<file path="src/rtl/fifo_pkg.sv">
// Shared types and defaults for the FIFO burst writer.
// BURST_CSUM_EN adds the CSUM state used for the trailing checksum word.
package fifo_pkg;
  localparam int unsigned F_WIDTH_DEF   = 32;
  localparam int unsigned LEN_WIDTH_DEF = 8;

`ifdef BURST_CSUM_EN
  typedef enum logic [2:0] {IDLE, WRITE, CSUM, FLUSH, DONE} wr_state_t;
`else
  typedef enum logic [2:0] {IDLE, WRITE, FLUSH, DONE} wr_state_t;
`endif
endpackage

</file>
<file path="src/rtl/burst_csum.sv">
// Running XOR checksum over the payload words of one burst.
module burst_csum
  import fifo_pkg::*;
#(
  parameter int unsigned F_WIDTH = F_WIDTH_DEF
) (
  input  logic               clk_in,
  input  logic               reset,
  input  logic               clear,
  input  logic               enable,
  input  logic [F_WIDTH-1:0] data,
  output logic [F_WIDTH-1:0] csum
);

  always_ff @(posedge clk_in or negedge reset) begin
    if (!reset) begin
      csum <= '0;
    end else if (clear) begin
      csum <= '0;
    end else if (enable) begin
      csum <= csum ^ data;
    end
  end

endmodule

</file>
<file path="src/rtl/fifo_burst_writer.sv">
// Writes a burst of burst_len upstream words into a FIFO, honouring full and abort.
// Define BURST_CSUM_EN to append an XOR checksum word after the payload.
module fifo_burst_writer
  import fifo_pkg::*;
#(
  parameter int unsigned F_WIDTH   = F_WIDTH_DEF,
  parameter int unsigned LEN_WIDTH = LEN_WIDTH_DEF
) (
  input  logic                 clk_in,
  input  logic                 reset,
  input  logic                 start,
  input  logic [LEN_WIDTH-1:0] burst_len,
  input  logic                 abort,
  input  logic                 src_valid,
  input  logic [F_WIDTH-1:0]   src_data,
  output logic                 src_ready,
  input  logic                 full,
  output logic                 insert,
  output logic [F_WIDTH-1:0]   wr_data,
  output logic                 flush,
  output logic                 busy,
  output logic                 done,
  output logic [LEN_WIDTH-1:0] words_sent
);

  wr_state_t            state;
  logic [LEN_WIDTH-1:0] len_q;
  logic                 pay_ins;
  logic                 last_word;

  // Payload write this cycle; abort wins over any insert
  assign pay_ins   = (state == WRITE) && src_valid && !full && !abort;
  // words_sent < len_q inside a burst, so the increment never wraps
  assign last_word = (words_sent + LEN_WIDTH'(1)) == len_q;

`ifdef BURST_CSUM_EN
  logic [F_WIDTH-1:0] csum;

  burst_csum #(.F_WIDTH(F_WIDTH)) u_csum (
    .clk_in (clk_in),
    .reset  (reset),
    .clear  ((state == IDLE) && start),
    .enable (pay_ins),
    .data   (src_data),
    .csum   (csum)
  );
`endif

  always_ff @(posedge clk_in or negedge reset) begin
    if (!reset) begin
      state      <= IDLE;
      len_q      <= '0;
      words_sent <= '0;
    end else begin
      case (state)
        IDLE: begin
          if (start) begin
            len_q      <= burst_len;
            words_sent <= '0;
            state      <= (burst_len == '0) ? DONE : WRITE;
          end
        end
        WRITE: begin
          if (abort) begin
            state <= FLUSH;
          end else if (pay_ins) begin
            words_sent <= words_sent + LEN_WIDTH'(1);
            if (last_word) begin
`ifdef BURST_CSUM_EN
              state <= CSUM;
`else
              state <= DONE;
`endif
            end
          end
        end
`ifdef BURST_CSUM_EN
        CSUM: begin
          if (abort) begin
            state <= FLUSH;
          end else if (!full) begin
            state <= DONE;
          end
        end
`endif
        default: state <= IDLE;
      endcase
    end
  end

  // FIFO-side handshake follows full/src_valid in the same cycle
  always_comb begin
    insert    = 1'b0;
    src_ready = 1'b0;
    wr_data   = '0;
    case (state)
      WRITE: begin
        src_ready = !full && !abort;
        insert    = pay_ins;
        wr_data   = src_data;
      end
`ifdef BURST_CSUM_EN
      CSUM: begin
        insert  = !full && !abort;
        wr_data = csum;
      end
`endif
      default: ;
    endcase
  end

  assign busy  = (state != IDLE);
  assign done  = (state == DONE);
  assign flush = (state == FLUSH);

endmodule

</file>
<file path="config.mk">
export PLATFORM = sky130hd
export DESIGN_NAME = fifo_burst_writer
export DESIGN_NICKNAME = d
export VERILOG_FILES = /design/src/rtl/fifo_pkg.sv /design/src/rtl/burst_csum.sv /design/src/rtl/fifo_burst_writer.sv
export SDC_FILE = /design/constraint.sdc
export NUM_CORES = 1
export LEC_CHECK = 0
export ABC_AREA = 1
export CORE_UTILIZATION = 36
export CTS_CLUSTER_DIAMETER = 200
export DETAILED_ROUTE_END_ITERATION = 6
export PLACE_DENSITY = 0.81
export SLEW_MARGIN = 20
export SYNTH_ARGS = -nofsm -noshare
export SYNTH_HDL_FRONTEND = slang
export SYNTH_HIERARCHICAL = 1
export SYNTH_SLANG_ARGS = --single-unit
</file>
<file path="constraint.sdc">
create_clock -name clk_in -period 1.6 [get_ports clk_in]
set_input_delay 0.32 -clock clk_in [delete_from_list [all_inputs] [get_ports clk_in]]
set_output_delay 0.32 -clock clk_in [all_outputs]
set_load 0.03 [all_outputs]
</file>
Word level (Yosys, flattened, before mapping)
Cells that the tools add are included.
- logic and storage cells: 39
- register bits after elaboration: 19
- output and inout bits: 45
- input bits: 46
- equality and inequality tests: 9
- reductions and logical operators: 13
- muxes and demuxes: 13
- add/subtract/negate cells: 1
- operator list (kind ; number):
    32-bit 2-to-1 mux ; 1
    8-bit 2-to-1 mux ; 3
    8-bit one-hot mux with 2 select lines ; 1
    3-bit 2-to-1 mux ; 4
    8-bit by 1-bit adder with 8-bit output, second input constant ; 1
    8-bit equality test ; 1
    8-bit zero test ; 1
    3-bit by 2-bit equality test with 1-bit output, second input constant ; 2
    2-bit != test, second input constant ; 3
    3-bit != test, second input constant ; 2
    3-bit one-hot mux with 2 select lines ; 1
    1-bit logical AND ; 4
    4-bit AND reduction ; 1
    3-bit by 1-bit equality test with 1-bit output, second input constant ; 1
    3-bit zero test ; 1
    3-bit AND reduction ; 1
    3-bit nonzero test ; 1
    1-bit zero test ; 2
    1-bit 2-to-1 mux ; 2
    2-bit 2-to-1 mux ; 1
    2-bit AND reduction ; 1
    2-bit nonzero test ; 1

Depth between registers and ports, before layout
- depth after elaboration: 7
- gate-level depth with buffers: 13
- mapped depth without buffers: 13

Least setup slack after synthesis
No wires, ideal clock.
- path type: reg2reg
- from: reg words_sent[0]
- to: reg state[1]
- arrival: 1584 ps
- path buffers: 0
- data required time: 1478 ps
- setup slack: -106 ps
- library setup time: 122 ps
- cell stages (with the launch flop): 13
- path through: dfrtp_1 -> ha_1 -> nand2_2 -> nor2_2 -> nand2_1 -> nand2_1 -> nand2_1 -> nor2_1 -> nor2_1 -> nand3_1 -> nand2_1 -> nand2_1 -> nor2_2
- longest elaborated chain between the ends: 4
- ends and longest elaborated chain (item ; RTL line ; text):
    start, declared ; fifo_burst_writer.sv:23 ; output logic [LEN_WIDTH-1:0] words_sent
    start signal, assigned ; fifo_burst_writer.sv:67 ; words_sent <= words_sent + LEN_WIDTH'(1);
    8-bit by 1-bit adder with 8-bit output ; fifo_burst_writer.sv:34 ; assign last_word = (words_sent + LEN_WIDTH'(1)) == len_q;
    8-bit equality test ; fifo_burst_writer.sv:34 ;
    3-bit != test (no source line) ; -- ;
    3-bit AND reduction (no source line) ; -- ;
    end signal, assigned ; fifo_burst_writer.sv:60 ; state <= (burst_len == '0) ? DONE : WRITE;
    end, declared ; fifo_burst_writer.sv:26 ; wr_state_t state;
No other way between the ends.
A chain may end at the register's enable or synchronous reset.

Worst setup path after layout
- from: reg state[1]
- to: out wr_data[30]
- longest elaborated chain between the ends: 2
- ends and longest elaborated chain (item ; RTL line ; text):
    3-bit by 1-bit equality test with 1-bit output ; fifo_burst_writer.sv:96 ; case (state)
    32-bit 2-to-1 mux ; fifo_burst_writer.sv:96 ;
    end, declared ; fifo_burst_writer.sv:19 ; output logic [F_WIDTH-1:0] wr_data,
No other way between the ends.

==> flow_summary_export.csv <==
group,metric,value,unit
route,wl,3.959,mm
power_and_ir_drop,p_leak,1.342,nW
finish,drive_gt1_share,23.08,%
power_and_ir_drop,switchingPower,0.001600,W
clock_tree,cts_tree,"done",
global_routing,grt_pass1_vias,1655,
synth,ys_ff_latch,18,
clock_tree,path_clk_slew,60,ps
synth,ys_types,18,
clock_tree,hold_buffers,0,
global_routing,grt_pass1_wl,6.989,mm
place,dp.cells,367,
power_and_ir_drop,pwr_density_cell,1355,nW/µm²
worst_setup_path,cp.required,1280,ps
timing,fmax,0.6111,GHz
synth,synthArstFlopShare,100.0,%
place,portBuffers,90,
timing,finalMaxSlewViolations,0,
finish,antenna_cells,0,
timing,hold_viol,0,
floorplanning,die_y,62.93,µm
flow_run,drv_cap,0,
outcome,violations,"setup timing",
worst_setup_path,worstSetupPathType,"reg2out",
finish,syn_to_final_growth,78.09,%
synth,synth-edff-count,0,
floorplanning,dieArea,3960,µm²
place,routabilityCongestion,0.8244,
route,viasPerCell,4.447,
outcome,status,"finished with violations",
worst_setup_path,start_kind,"flip-flop",
synth,ys_top_cells_by_area,"dfrtp_1, inv_1, nor2_1",
route,drt_first_pass_iters,4,
clock_tree,cts_buffers,3,
synth,synth_ff_type,"dfrtp_1",
synth,synth_common_cells,"inv_1, nor2_1, nand2_1",
timing,worst_slew_pin_slew,297.6,ps
synth,ys_seq_area_share,33.71,%
timing,setup_viol,30,
timing,holdWs,391.9,ps
power_and_ir_drop,peakVddDrop,1.149,mV
synth,synth_top_area_share,33.71,%
timing,fin_crit_sh,102.3,%
timing,tns,-587.2,ps
global_routing,grt-ovfl-total,0,
synth,yosysMostFrequentCell,"inv_1",
route,drc,0,
floorplanning,num_rows,21,
global_routing,track_usage,22.08,%
place,dp_hpwl,3.245,mm
floorplanning,start_util,38.82,%
route,drt-initial-drc-count,62,
floorplanning,die_w,62.93,µm
route,drtAntennaViolNets,0,
clock_tree,cts_root_buf,"clkbuf_8",
finish,final_cells,371,
timing,fin_skew,1.803,ps
power_and_ir_drop,power_frac_seq,22.7,%
clock_tree,htreeDepth,1,
worst_setup_path,cp_max_fo,32,
synth,syn_area_per_cell,5.966,µm²
synth,syn-num-nets,271,
synth,yosys_warnings,6,
floorplanning,top_level_ports,91,
power_and_ir_drop,swShare,49.62,%
worst_hold_path,hp-class,"in2async",
global_routing,grt_antenna_before_repair,0,
worst_setup_path,endpoint_kind,"primary output",
power_and_ir_drop,p_int,0.001625,W
clock_tree,cts_num_sinks,18,
worst_setup_path,r2r_start,"words_sent[1]",
timing,setup_slack,-36.32,ps
synth,synth_area,1336,µm²
route,wire_per_inst,10.67,µm
synth,synth_top_cell_by_area,"dfrtp_1",
clock_tree,clk_latency,250,ps
clock_tree,cts.path.max_buffers,2,
worst_setup_path,setup.worst_path.start,"state[1]",
timing,grt_setup_unrepaired,"yes",
floorplanning,core_area,3442,µm²
global_routing,grt_max_degree,33,
power_and_ir_drop,clkPwrFrac,11.4,%
synth,syn_inst,224,
timing,min_period,1636,ps
worst_setup_path,critPathArrivalTime,1320,ps
timing,maxSlewHeadroom,80.24,%
route,vias,1650,
finish,final_nets,373,
power_and_ir_drop,combPwrFrac,66.0,%
clock_tree,post-cts-setup-buffers,0,
## layout by cell type (no fill, tap or decap), drive strengths merged
master	count
dlygate4sd2	8
o22ai	4
nand4	2
nand3	20
buf	45
a21oi	3
clkdlybuf4s50	45
inv	65
o21ai	14
ha	1
nand2	43
nor2	49
dfrtp	18
clkbuf	7
nand3b	1
## state kept, by name, summed over array words and instances (netlist names)
name        flops
state           2
words_sent      8
len_q           8
## stage by stage
stage	utilization [%]	cell area, µm²	setup WS [ps]	power (W)
2_1_floorplan	-	1339	26.74	0.001951
3_3_place_gp	66.23	2280	-37.95	0.002756
3_5_place_dp	66.23	2280	-130.8	0.002776
4_1_cts	68.30	2351	-12.22	0.003189
5_1_grt	69.14	2380	-103.9	0.003461
6_report	69.14	2380	-36.32	0.003224
## cells by family after synthesis
logic type      Yosys count  synth area share [%]
compound gates           21                 8.239
simple gates            115                 37.73
fa+ha+maj                 1                0.9362
buf+inv                  69                 19.38
flops                    18                 33.71
## final timing paths
path	end	cells past startpoint	slack, ps
worst min register to register	len_q[5]	2	520
worst max register to register	state[1]	11	60
max in group asynchronous	words_sent[0]	2	1000
worst max-delay path	wr_data[30]	5	-40
worst min-delay path	words_sent[2]	2	390
min in group clk_in	len_q[5]	2	520
## power by group through the flow
stage	clock network [W]	logic [W]	registers, W
floorplan	0	0.00121	0.000745
detailed placement	0	0.00205	0.000723
global route	0.000393	0.00231	0.000755
CTS	0.000373	0.00209	0.000722
finish	0.000367	0.00213	0.000730
global placement	0	0.00204	0.000719
## layer usage
metal	global-route usage, %	routed length (µm)	vias to the layer above
met5	0	0	-
met4	6.395	77	0
met3	7.117	285	13
met2	37.77	1963	59
met1	26.04	1633	714
li1	-	-	864
## area by class of cell
type	instances	area, µm²
Timing Repair Buffer	101	908.4
Sequential cell	18	452.9
Inverter	65	244.0
Multi-Input combinational cell	137	661.9
Clock buffer	4	55.05
Tap cell	46	57.56
Fill cell	289	1062
## worst max-delay path, cell delays in order, from the launching register on
cell and delay, ps:
dfrtp_1 430, inv_2 110, nand2_4 70, buf_12 170, nor2_1 100, buf_4 170
## repair_timing
action	4_1_cts	5_1_grt
cloned	0	0
endpoints found under the setup margin	45	38
resized for setup	20	20
Note: power is estimated with default switching activity, not from simulation.
